==> config.mk <==
export PLATFORM = sky130hd
export DESIGN_NAME = pc_gen_flat
export DESIGN_NICKNAME = d
export VERILOG_FILES = /design/src/rtl/pc_gen_if.sv /design/src/rtl/pc_gen.sv /design/src/flat_wrapper.sv
export SDC_FILE = /design/constraint.sdc
export NUM_CORES = 1
export LEC_CHECK = 0
export ABC_AREA = 1
export CAP_MARGIN = 30
export CORE_MARGIN = 1
export CORE_UTILIZATION = 52
export CTS_BUF_LIST = sky130_fd_sc_hd__clkbuf_8
export DETAILED_ROUTE_END_ITERATION = 6
export PLACE_DENSITY = 0.93
export SLEW_MARGIN = 20
export SYNTH_ARGS = -nofsm -noshare
export SYNTH_HDL_FRONTEND = slang
export SYNTH_SLANG_ARGS = --single-unit
==> constraint.sdc <==
create_clock -name clk -period 4.45 [get_ports clk]
set_input_delay 0.6675 -clock clk [delete_from_list [all_inputs] [get_ports clk]]
set_output_delay 0.6675 -clock clk [all_outputs]
set_load 0.01 [all_outputs]
==> src/rtl/pc_gen_if.sv <==
// Fetch-side handshake between the PC generator and instruction fetch.
// The generator presents pc/pc_plus/pc_valid and fetch answers with if_ready.
interface pc_gen_if #(
    parameter int unsigned ADDR_W = 32
);
    logic [ADDR_W-1:0] pc;
    logic [ADDR_W-1:0] pc_plus;
    logic              pc_valid;
    logic              if_ready;

    modport master (
        output pc,
        output pc_plus,
        output pc_valid,
        input  if_ready
    );

    modport slave (
        input  pc,
        input  pc_plus,
        input  pc_valid,
        output if_ready
    );
endinterface

==> src/rtl/pc_gen.sv <==
// Fetch-stage program-counter generator with prioritised redirects, a latched
// pending branch for the delay-slot case, and misaligned-fetch (AdEL) flagging.
module pc_gen #(
    parameter int unsigned       ADDR_W      = 32,
    parameter logic [ADDR_W-1:0] RESET_VEC   = ADDR_W'(32'hBFC0_0000),
    parameter logic [ADDR_W-1:0] EXC_VEC     = ADDR_W'(32'hBFC0_0380),
    parameter int unsigned       INC         = 4,
    parameter bit                ALIGN_CHECK = 1'b1
) (
    input  logic              clk,
    input  logic              rst,
    input  logic              stall,
    input  logic              br_taken,
    input  logic [ADDR_W-1:0] br_target,
    input  logic              exc_req,
    input  logic              eret_req,
    input  logic [ADDR_W-1:0] epc,
    output logic              adel,
    output logic              br_pending,
    pc_gen_if.master          fetch
);

    localparam logic [ADDR_W-1:0] INC_W = ADDR_W'(INC);

    typedef enum logic {
        RST_HOLD = 1'b0,
        RUN      = 1'b1
    } state_t;

    state_t            state_q, state_d;
    logic [ADDR_W-1:0] pc_q, pc_d;
    logic              pc_valid_q, pc_valid_d;
    logic              br_pending_q, br_pending_d;
    logic [ADDR_W-1:0] pend_target_q, pend_target_d;
    logic [ADDR_W-1:0] pc_plus;
    logic              accept;

    assign pc_plus = pc_q + INC_W;
    assign accept  = pc_valid_q & fetch.if_ready & ~stall;

    // Exception and ERET redirect even without accept, killing the in-flight fetch;
    // a branch seen without accept waits until the delay-slot fetch is taken.
    always_comb begin
        state_d       = state_q;
        pc_d          = pc_q;
        pc_valid_d    = pc_valid_q;
        br_pending_d  = br_pending_q;
        pend_target_d = pend_target_q;
        case (state_q)
            RST_HOLD: begin
                state_d    = RUN;
                pc_valid_d = 1'b1;
            end
            RUN: begin
                if (exc_req) begin
                    pc_d          = EXC_VEC;
                    br_pending_d  = 1'b0;
                    pend_target_d = '0;
                end else if (eret_req) begin
                    pc_d          = epc;
                    br_pending_d  = 1'b0;
                    pend_target_d = '0;
                end else if (accept && br_taken) begin
                    pc_d          = br_target;
                    br_pending_d  = 1'b0;
                    pend_target_d = '0;
                end else if (accept && br_pending_q) begin
                    pc_d          = pend_target_q;
                    br_pending_d  = 1'b0;
                    pend_target_d = '0;
                end else if (accept) begin
                    pc_d = pc_plus;
                end else if (br_taken) begin
                    br_pending_d  = 1'b1;
                    pend_target_d = br_target;
                end
            end
        endcase
    end

    always_ff @(posedge clk) begin
        if (rst) begin
            state_q       <= RST_HOLD;
            pc_q          <= RESET_VEC;
            pc_valid_q    <= 1'b0;
            br_pending_q  <= 1'b0;
            pend_target_q <= '0;
        end else begin
            state_q       <= state_d;
            pc_q          <= pc_d;
            pc_valid_q    <= pc_valid_d;
            br_pending_q  <= br_pending_d;
            pend_target_q <= pend_target_d;
        end
    end

    assign fetch.pc       = pc_q;
    assign fetch.pc_plus  = pc_plus;
    assign fetch.pc_valid = pc_valid_q;
    assign br_pending     = br_pending_q;
    assign adel           = ALIGN_CHECK & pc_valid_q & (pc_q[1:0] != 2'b00);

endmodule

==> src/flat_wrapper.sv <==
// flat-port wrapper written by rule: the top's interface ports become plain ports
module pc_gen_flat 
#(
    parameter int unsigned       ADDR_W      = 32,
    parameter logic [ADDR_W-1:0] RESET_VEC   = ADDR_W'(32'hBFC0_0000),
    parameter logic [ADDR_W-1:0] EXC_VEC     = ADDR_W'(32'hBFC0_0380),
    parameter int unsigned       INC         = 4,
    parameter bit                ALIGN_CHECK = 1'b1
)
  (clk, rst, stall, br_taken, br_target, exc_req, eret_req, epc, adel, br_pending, fetch_pc, fetch_pc_plus, fetch_pc_valid, fetch_if_ready);
  pc_gen_if #(.ADDR_W(ADDR_W)) fetch_i ();
  input  logic clk;
  input  logic rst;
  input  logic stall;
  input  logic br_taken;
  input  logic [ADDR_W-1:0] br_target;
  input  logic exc_req;
  input  logic eret_req;
  input  logic [ADDR_W-1:0] epc;
  output logic adel;
  output logic br_pending;
  output wire logic [$bits(fetch_i.pc)-1:0] fetch_pc;
  output wire logic [$bits(fetch_i.pc_plus)-1:0] fetch_pc_plus;
  output wire logic [$bits(fetch_i.pc_valid)-1:0] fetch_pc_valid;
  input wire logic [$bits(fetch_i.if_ready)-1:0] fetch_if_ready;
  assign fetch_pc = fetch_i.pc;
  assign fetch_pc_plus = fetch_i.pc_plus;
  assign fetch_pc_valid = fetch_i.pc_valid;
  assign fetch_i.if_ready = fetch_if_ready;
  pc_gen #(.ADDR_W(ADDR_W), .RESET_VEC(RESET_VEC), .EXC_VEC(EXC_VEC), .INC(INC), .ALIGN_CHECK(ALIGN_CHECK)) u_core (.clk(clk), .rst(rst), .stall(stall), .br_taken(br_taken), .br_target(br_target), .exc_req(exc_req), .eret_req(eret_req), .epc(epc), .adel(adel), .br_pending(br_pending), .fetch(fetch_i));
endmodule
== Word-level counts from Yosys, hierarchy flattened ==
Index checks and enable logic that the tools add are counted.

* $add $sub $neg: 1
* Reductions and logical operators: 7
* Equal/unequal tests: 1
* Multiplexer cells: 18
* Bitwise operators: 4

{| class="wikitable"
|+ Operator list
! kind !! count
|-
| $mux W32 || 11
|-
| $add A32 B3 Y32 const B || 1
|-
| $reduce_bool A5 Y1 || 2
|-
| $mux W1 || 7
|-
| $ne A5 B5 Y1 const B || 1
|-
| $and A1 B1 Y1 || 3
|-
| $reduce_and A3 Y1 || 1
|-
| $logic_and A1 B1 Y1 || 2
|-
| $reduce_and A2 Y1 || 1
|-
| $reduce_bool A2 Y1 || 1
|-
| $not A1 Y1 || 1
|}

* Logic and storage cells: 36
* Bits in registers: 67
* Output and inout bits: 67
* Bits of input ports: 71

== Depth between registers and ports, before layout ==
* Depth after elaboration: 7
* Mapped depth: 14
* Depth with buffers taken out: 14

== Worst setup path before layout ==
No wires, ideal clock.

* Kind: register -> output
* Start: register u_core.pc_q[2], in the netlist u_core.fetch.pc[2]
* End: output fetch_pc_plus[20]
* Cell stages (with the launch flop): 9
* Slack: 2.392 ns
* Data required time: 3.783 ns
* Buffers on the path: 0
* Arrival: 1.390 ns
* Path through: dfxtp_1 -> ha_1 -> nand2_1 -> inv_1 -> nand3_1 -> inv_1 -> nand2_1 -> o21ai_0 -> nand2_1

* Word-level cells in the longest chain between the ends: 1

{| class="wikitable"
|+ Ends and longest elaborated chain
! what !! line !! RTL
|-
| start, declared || pc_gen.sv:31 || <nowiki>logic [ADDR_W-1:0] pc_q, pc_d;</nowiki>
|-
| start signal, assigned || pc_gen.sv:90 || <nowiki>pc_q <= pc_d;</nowiki>
|-
| $add A32 B3 Y32 || pc_gen.sv:38 || <nowiki>assign pc_plus = pc_q + INC_W;</nowiki>
|-
| end, declared || flat_wrapper.sv:23 || <nowiki>output wire logic [$bits(fetch_i.pc_plus)-1:0] fetch_pc_plus;</nowiki>
|}

No other way between the ends.

== Worst setup path in the final report ==
Same ends and word-level chain as after synthesis.

==> results.yml <==
routing:
  antenna_left: 0
  drtIter0Drc: 533
  remaining_drc_errors: 0
  wl_per_cell_microns: 15.9
  vias_per_cell: 5.56
  drtPass1Iterations: 6
  wirelength_microns: 15300
  num_vias: 5361
outcome:
  run_status: "finished, final reports clean"
worst_hold_path:
  min_path_type: "reg2reg"
  hold_path_depth: 2
logic_synthesis:
  yosysMostFrequentCell: "nand2_1"
  netlist_instances: 743
  synthFlopType: "dfxtp_1"
  synth_warnings: 0
  synth_edf_count: 0
  ys_async_sr_fraction_pct: 0
  synth_area_leader_cell: "dfxtp_1"
  yosysSeqAreaShare_pct: 30.8
  synth.area.top_cells: "dfxtp_1 (31%), nand2_1 (26%), a21oi_1 (12%)"
  syn_area_sq_um: 4350
  syn_nets: 815
  synth_top_cell_area_share_pct: 30.8
  ys_ff_latch: 67
  syn-mean-instance-area_sq_um: 5.86
  yosys-top-cells-count: "nand2_1 (298), nor2_1 (107), a21oi_1 (102), dfxtp_1 (67), inv_1 (36)"
  synth_cell_types: 31
die:
  row_count: 32
  die_y_microns: 93.5
  start_util_pct: 54.9
  ios: 138
  die_w_microns: 93.5
  die_area_sq_um: 8740
  coreArea_sq_um: 7930
critical_path:
  slowest_stage: "clkdlybuf4s50_1"
  critPathKind: "reg2out"
  r2r-end: "u_core.fetch.pc[5]"
  r2r_cells: 11
  startpoint: "u_core.fetch.pc[2]"
  cp-start-kind: "register"
  cp_num_buf_inv: 2
  crit_fanout: 6
  critical_path.top_delay_family: "simple AND/OR/NAND/NOR gates"
  cp.depth: 8
  critPathArrivalTime_ns: 2.55
  max_stage_delay_ns: 0.52
  required_ns: 3.78
  critPathMostFrequentCell: "nand2_1"
  reg2reg_slack_ns: 1.97
  cp_cell_sequence: "ha_1 -> nand2_1 -> inv_1 -> nand3_1 -> nor2_1 -> nand4_1 -> nand2_1 -> clkdlybuf4s50_1"
  r2r_start: "u_core.fetch.pc_valid"
  cp-endpoint: "fetch_pc_plus[20]"
  endpoint_kind: "primary output"
cells_and_area:
  antenna_cells: 0
  fillers: 641
  drive_gt1_share_pct: 5.33
  utilization_pct: 74.4
  area_growth_pct: 35.7
  nets: 930
  final_area_sq_um: 5900
clocking:
  clock_sinks: 67
  cts_tree: "done"
  cts_buffers: 9
  path_clk_slew_ns: 0.08
  htree_levels: 3
  cts_setup_buffers: 0
  ctsHoldBuffers: 0
  insertion_delay_ns: 0.35
  cts_root_buf: "clkbuf_8"
  clockBufferDepth: 2
  post_cts_resized: 0
timing:
  min_period_over_period_pct: 72.2
  tns_ns: 0
  final_hold_viol_count: 0
  finClkSkew_ns: 0.0110
  slew_headroom_pct: 43.3
  maxSlewViolCount: 0
  setup_viol: 0
  max_freq_mhz: 311
  rsz0062_at_grt: "no"
  worst_pin_slew_ns: 0.850
  holdWs_ns: 0.471
  period_minus_slack_ns: 3.21
global_route:
  grt_pass1_wl_microns: 23800
  grt_max_degree: 41
  antenna_found_initial: 0
  grt_remaining_overflow: 0
  track_usage_pct: 35.2
  grt_pass1_vias: 4909
placement:
  gp_congestion: 0.967
  placed_area_sq_um: 5700
  portBuffers: 137
  dp_hpwl_microns: 11000
job:
  maxCapViolations: 0
power_and_ir_drop:
  vdd_drop_max_mv: 0.234
  p_leak_uw: 0.00248
  powerDensity_nw_per_um2: 256
## through the flow
| step | total power, uW | worst slack (ns) | std cells |
|---|---|---|---|
| after floorplan | 821 | 2.39 | 743 |
| after global placement | 985 | 1.39 | 949 |
| after detailed placement | 992 | 1.30 | 949 |
| after CTS | 1500 | 1.27 | 965 |
| after global routing | 1560 | 1.08 | 965 |
| final | 1510 | 1.24 | 965 |
## tightest hold or removal path, cell delays in order, from the launching register on
cell and delay [ns]:
dfxtp_1 0.32, nand2_1 0.06, a21oi_1 0.05
## kinds of logic after synthesis
family / count (synthesis) / synth area share (%)
AND/OR/NAND/NOR: 455 / 43.1
AO/OA/AOI/OAI: 131 / 15.8
buffers and inverters: 78 / 7.77
flip-flops: 67 / 30.8
XOR/XNOR: 10 / 2.01
multiplexers: 1 / 0.230
adder cells (fa/ha/maj): 1 / 0.288
## flip-flops by register name, summed over array words and instances (netlist names)
name	count
u_core.state_q	1
u_core.fetch.pc	32
u_core.pend_target_q	32
u_core.br_pending	1
u_core.fetch.pc_valid	1
## where the power goes
part,internal [uW],switching (uW),total [uW],leakage (uW)
Combinational,161,172,333,0.00184
Sequential,623,31.3,654,0.000546
Clock,261,264,525,0.0000881
Total,1040,468,1510,0.00248
## per-layer routing
| metal | part of all wire [%] | global-route usage (%) |
|---|---|---|
| met5 | 0 | 0 |
| met4 | 1.7 | 11.7 |
| met3 | 11 | 6.18 |
| met2 | 47 | 57.4 |
| met1 | 41 | 46.8 |
## layout by cell type (no fill, tap or decap), types with 4 or more instances in the layout
| master | n |
|---|---|
| a21oi_1 | 102 |
| buf_4 | 6 |
| clkbuf_8 | 9 |
| clkdlybuf4s50_1 | 136 |
| clkinvlp_4 | 4 |
| dfxtp_1 | 67 |
| inv_1 | 36 |
| nand2_1 | 298 |
| nand2_4 | 5 |
| nand3_1 | 17 |
| nand3b_1 | 10 |
| nor2_1 | 107 |
| nor2_2 | 9 |
| o211ai_1 | 6 |
| o21ai_0 | 20 |
| xnor2_1 | 7 |
## how the worst min path moves through the flow
stage,start,end
global placement,u_core.pend_target_q[19],u_core.pend_target_q[19]
CTS,u_core.pend_target_q[15],u_core.pend_target_q[15]
global route,u_core.pend_target_q[6],u_core.pend_target_q[6]
floorplan,u_core.pend_target_q[2],u_core.pend_target_q[2]
finish,u_core.pend_target_q[8],u_core.pend_target_q[8]
detailed placement,u_core.pend_target_q[27],u_core.pend_target_q[27]
## layout make-up
| cell class | count | area [sq um] | area share, % |
|---|---|---|---|
| inverter | 39 | 149 | 2.52 |
| timing repair buffer | 143 | 1410 | 23.9 |
| clock buffer | 9 | 124 | 2.10 |
| sequential | 67 | 1340 | 22.7 |
| tap | 102 | 128 | 2.16 |
| clock inverter | 7 | 77.6 | 1.31 |
| multi-input combinational | 598 | 2670 | 45.3 |
Power figures use the tool's default switching activity.
